<file path="config.mk">
export PLATFORM = sky130hd
export DESIGN_NAME = param_shift_register
export DESIGN_NICKNAME = d
export VERILOG_FILES = /design/src/rtl/shift_reg_pkg.sv /design/src/rtl/bit_counter.sv /design/src/rtl/param_shift_register.sv
export SDC_FILE = /design/constraint.sdc
export NUM_CORES = 1
export LEC_CHECK = 0
export BUFFER_PORTS_ARGS = -buffer_cell sky130_fd_sc_hd__buf_4
export CAP_MARGIN = 20
export CORE_MARGIN = 5
export CORE_UTILIZATION = 43
export DETAILED_ROUTE_END_ITERATION = 7
export PLACE_DENSITY = 0.65
export SKIP_LAST_GASP = 1
export SLEW_MARGIN = 15
export SYNTH_ARGS = -nofsm -noshare
export SYNTH_HDL_FRONTEND = slang
export SYNTH_SLANG_ARGS = --single-unit
</file>
<file path="constraint.sdc">
create_clock -name clk -period 1.8 [get_ports clk]
set_input_delay 0.18 -clock clk [delete_from_list [all_inputs] [get_ports clk]]
set_output_delay 0.18 -clock clk [all_outputs]
set_load 0.02 [all_outputs]
</file>
<file path="src/rtl/shift_reg_pkg.sv">
// Shared types and constants for the parametrised serializer/deserializer.
// Bit-order encodings match the value presented on lsb_first at load time.
package shift_reg_pkg;

  localparam int DEFAULT_WIDTH = 32;

  localparam logic MSB_FIRST = 1'b0;
  localparam logic LSB_FIRST = 1'b1;

  typedef enum logic {
    IDLE  = 1'b0,
    SHIFT = 1'b1
  } state_e;

endpackage

</file>
<file path="src/rtl/bit_counter.sv">
// Counts consumed bits of the current word; terminal flags the final bit.
// clear has priority over enable so a load always restarts at zero.
module bit_counter #(
  parameter int WIDTH = 32,
  parameter int CNT_W = $clog2(WIDTH + 1)
) (
  input  logic             clk,
  input  logic             reset,
  input  logic             clear,
  input  logic             enable,
  output logic [CNT_W-1:0] count,
  output logic             terminal
);

  logic [CNT_W-1:0] count_q;
  logic [CNT_W-1:0] count_d;

  always_comb begin
    count_d = count_q;
    if (clear) begin
      count_d = '0;
    end else if (enable) begin
      count_d = count_q + CNT_W'(1);
    end
  end

  always_ff @(posedge clk or negedge reset) begin
    if (!reset) begin
      count_q <= '0;
    end else begin
      count_q <= count_d;
    end
  end

  assign count    = count_q;
  assign terminal = (count_q == CNT_W'(WIDTH - 1));

endmodule

</file>
<file path="src/rtl/param_shift_register.sv">
// Full-duplex serializer/deserializer: shifts a loaded word out bit by bit while
// capturing ser_in into the vacated end, then publishes the captured word.
module param_shift_register
  import shift_reg_pkg::*;
#(
  parameter int WIDTH = DEFAULT_WIDTH
) (
  input  logic             clk,
  input  logic             reset,
  input  logic             load_valid,
  output logic             load_ready,
  input  logic [WIDTH-1:0] par_in,
  input  logic             lsb_first,
  input  logic             shift_en,
  input  logic             ser_in,
  output logic             ser_out,
  output logic             ser_valid,
  output logic             ser_last,
  output logic [WIDTH-1:0] par_out,
  output logic             done
);

  localparam int CNT_W = $clog2(WIDTH + 1);

  state_e           state_q, state_d;
  logic [WIDTH-1:0] sr_q, sr_d;
  logic             mode_q, mode_d;
  logic [WIDTH-1:0] par_out_q, par_out_d;
  logic             done_q, done_d;

  logic             cnt_clear;
  logic             cnt_en;
  logic             cnt_term;
  logic [CNT_W-1:0] cnt_unused;
  logic [WIDTH-1:0] sr_shifted;

  bit_counter #(
    .WIDTH(WIDTH),
    .CNT_W(CNT_W)
  ) u_bit_counter (
    .clk     (clk),
    .reset   (reset),
    .clear   (cnt_clear),
    .enable  (cnt_en),
    .count   (cnt_unused),
    .terminal(cnt_term)
  );

  // A one-bit word has no neighbours to shift: the new bit simply replaces it.
  generate
    if (WIDTH == 1) begin : g_single
      assign sr_shifted = ser_in;
    end else begin : g_multi
      assign sr_shifted = (mode_q == LSB_FIRST) ? {ser_in, sr_q[WIDTH-1:1]}
                                                : {sr_q[WIDTH-2:0], ser_in};
    end
  endgenerate

  always_comb begin
    state_d    = state_q;
    sr_d       = sr_q;
    mode_d     = mode_q;
    par_out_d  = par_out_q;
    done_d     = 1'b0;
    load_ready = 1'b0;
    ser_valid  = 1'b0;
    ser_out    = 1'b0;
    ser_last   = 1'b0;
    cnt_clear  = 1'b0;
    cnt_en     = 1'b0;
    case (state_q)
      IDLE: begin
        load_ready = 1'b1;
        if (load_valid) begin
          sr_d      = par_in;
          mode_d    = lsb_first;
          cnt_clear = 1'b1;
          state_d   = SHIFT;
        end
      end
      SHIFT: begin
        ser_valid = 1'b1;
        ser_out   = (mode_q == LSB_FIRST) ? sr_q[0] : sr_q[WIDTH-1];
        ser_last  = cnt_term;
        if (shift_en) begin
          sr_d   = sr_shifted;
          cnt_en = 1'b1;
          // Completion publishes the post-shift register, including the last ser_in bit.
          if (cnt_term) begin
            par_out_d = sr_shifted;
            done_d    = 1'b1;
            state_d   = IDLE;
          end
        end
      end
      default: state_d = IDLE;
    endcase
  end

  always_ff @(posedge clk or negedge reset) begin
    if (!reset) begin
      state_q   <= IDLE;
      sr_q      <= '0;
      mode_q    <= MSB_FIRST;
      par_out_q <= '0;
      done_q    <= 1'b0;
    end else begin
      state_q   <= state_d;
      sr_q      <= sr_d;
      mode_q    <= mode_d;
      par_out_q <= par_out_d;
      done_q    <= done_d;
    end
  end

  assign par_out = par_out_q;
  assign done    = done_q;

endmodule

</file>
==> impl_metrics.toml <==
[finish]
final_cell_mix = "buf_4 (82), dfrtp_1 (73), nand2_1 (63)"
area_growth_pct = 27.1
num-nets-final = 435
n_antenna_cell = 0
drive_gt1_share_pct = 41.4
final_common_cell = "buf_4"

[floorplan]
die_h_microns = 99.8
die_w_microns = 99.8
rows = 32
dieArea_sq_um = 9960
core_sq_um = 7810
num_io_pins = 75
initial_core_util_pct = 44.4

[sta]
fin_crit_sh_pct = 94.7
layout_min_cycle_time_ns = 1.70
tightest_slew_ns = 0.615
setup_viol = 0
finalHoldViolations = 0
fin_skew_ns = 0.00806
slew_headroom_pct = 58.9
grt_setup_unrepaired = "false"
fmax_mhz = 587
setup_tns_ns = 0
final_max_slew_viol_count = 0

[routing]
wl_per_cell_microns = 16.0
vias = 2610
drc = 0
avgViaCountPerCell = 5.19
dr.first_iter.drc_count = 125
wl_microns = 8030
postRouteAntennaNets = 0
dr.pass1.iters = 4

[yosys]
yosys_warnings = 0
yosysSeqAreaShare_pct = 52.7
syn_inst = 320
ys_ff_latch = 73
avgSynthCellArea_sq_um = 10.8
syn_area_sq_um = 3470
synthesis.nets = 359
synth.distinct_cells = 26

[clock_tree]
cts_root_buf = "clkbuf_8"
cts_buffers = 9
cts.sinks = 73
cts_buffer_depth = 2
worstSkewPairLatency_ns = 0.35
clk_pin_slew_ns = 0.08
post_cts_buffers = 0
cts_tree = "yes"
h-tree-depth = 3

[worst_setup_path]
cp-startpoint = "u_bit_counter.count[0]"
required_ns = 2.03
crit_path_end = "par_out[10]"
ff2ff_path_depth = 5
rr_startpoint = "u_bit_counter.count[0]"
r2r-end = "par_out[10]"
crit_path_end_kind = "flip-flop"
start_kind = "flip-flop"
critPathKind = "reg -> reg"
reg2reg_slack_ns = 0.1
crit_arrival_ns = 1.93
path_max_fanout = 17

[global_route]
grt_max_degree = 39
grt_pass1_wl_microns = 13800
first_global_vias = 2800
grt.total_usage_pct = 17.3
antenna_found_initial = 0
overflow = 0

[power]
peakVddDrop_v = 0.000458
intPower_mw = 3.46
switching_share_pct = 30.9
power_mw = 5.01
switchingPower_mw = 1.55
seq_power_share_pct = 46.2
p_clk_share_pct = 27.8
p_comb_share_pct = 26.0
power_density_nw_per_um2 = 1140
p_leak_nw = 2.19

[place]
gp_congestion = 0.845
dpl.hpwl_microns = 5670
port_buffers = 74

[run_status]
status = "finished, final reports clean"

[hold_path]
min_path_type = "in -> reg"

[job]
drv_cap = 0
per-layer routing:
metal / vias to the layer above / wire, microns / GRT usage [%]
met5: - / 0 / 0
met2: 79 / 3700 / 26.6
li1: 1252 / - / -
met1: 1272 / 3700 / 23.4
met4: 0 / 48 / 5.36
met3: 7 / 570 / 5.56
registers in the layout (all words and copies together) (netlist names):
name	cells
par_out	32
u_bit_counter.count	6
sr_q	32
done	1
state_q	1
mode_q	1
synth_stat cells, drive strengths merged:
cell type	count	area, sq um
mux2i	5	50.1
a22o	2	17.5
and2	1	6.26
o22ai	1	6.26
o31ai	2	15.0
nand3	32	173
nor2b	2	12.5
clkbuf	11	41.3
ha	1	12.5
nor3	5	36.3
nand2	63	236
inv	4	15.0
mux2	60	698
o211ai	4	30.0
nand4	1	6.26
dfrtp	73	1830
nand2b	1	6.26
xnor2	2	17.5
o21ai	31	155
buf	11	76.3
nor2	8	30.0
worst max-delay path: stages, from the launching register on:
cell and delay, ns:
dfrtp_1 0.40, ha_1 0.26, nand3_4 0.11, nor3_4 0.26
buf_12 0.21, mux2_2 0.35
power by group through the flow:
stage | logic [mW] | registers, mW | clock network, mW
finish | 1.30 | 2.32 | 1.39
global route | 1.45 | 2.37 | 1.51
CTS | 1.32 | 2.31 | 1.42
detailed placement | 1.31 | 2.34 | 0
global placement | 1.27 | 2.33 | 0
floorplan | 0.829 | 2.33 | 0
cell type report:
type | instances | area (sq um)
well taps | 102 | 128
multi-input cells | 221 | 1520
repair buffers | 87 | 706
clock inverters | 6 | 82.6
flip-flops and latches | 73 | 1830
clock buffers | 10 | 128
inverters | 4 | 15.0
fillers | 685 | 3400
through the flow:
stage	worst slack [ns]	instance area [sq um]	std cells	utilization [%]	hold WS [ns]
3_5_place_dp	0.0555	4180	486	53.6	0.176
2_1_floorplan	0.131	3470	320	-	-0.116
6_report	0.0951	4410	503	56.4	0.0469
4_1_cts	0.0335	4400	503	56.4	0.0301
3_3_place_gp	0.0555	4180	486	53.6	0.181
5_1_grt	0.0138	4410	503	56.4	0.0290
worst min path at each step:
| stage | startpoint | to | slack, ns | cells after the start |
|---|---|---|---|---|
| 6_report | par_in[2] | sr_q[2] | 0.05 | 3 |
| 5_1_grt | par_in[3] | sr_q[3] | 0.03 | 3 |
| 4_1_cts | par_in[2] | sr_q[2] | 0.03 | 3 |
| 3_5_place_dp | reset | par_out[28] | 0.18 | 1 |
| 3_3_place_gp | reset | par_out[28] | 0.18 | 1 |
| 2_1_floorplan | reset | done | -0.12 | 0 |
timing repair:
action                                  in CTS  in global routing
hold buffers                                 1                  0
gates resized for setup                      0                  1
hold endpoints to repair                    35                  0
endpoints found under the setup margin       0                 50
kinds of logic (layout without fill, tap and decap cells):
logic type,after synthesis,after routing,synth area share [%]
AND/OR/NAND/NOR,113,113,14.6
flip-flops,73,73,52.7
multiplexers,65,65,21.6
AO/OA/AOI/OAI,40,40,6.46
buffers and inverters,26,107,3.82
XOR/XNOR,2,2,0.505
adder cells (fa/ha/maj),1,1,0.361
Note: power is estimated with default switching activity, not from simulation.
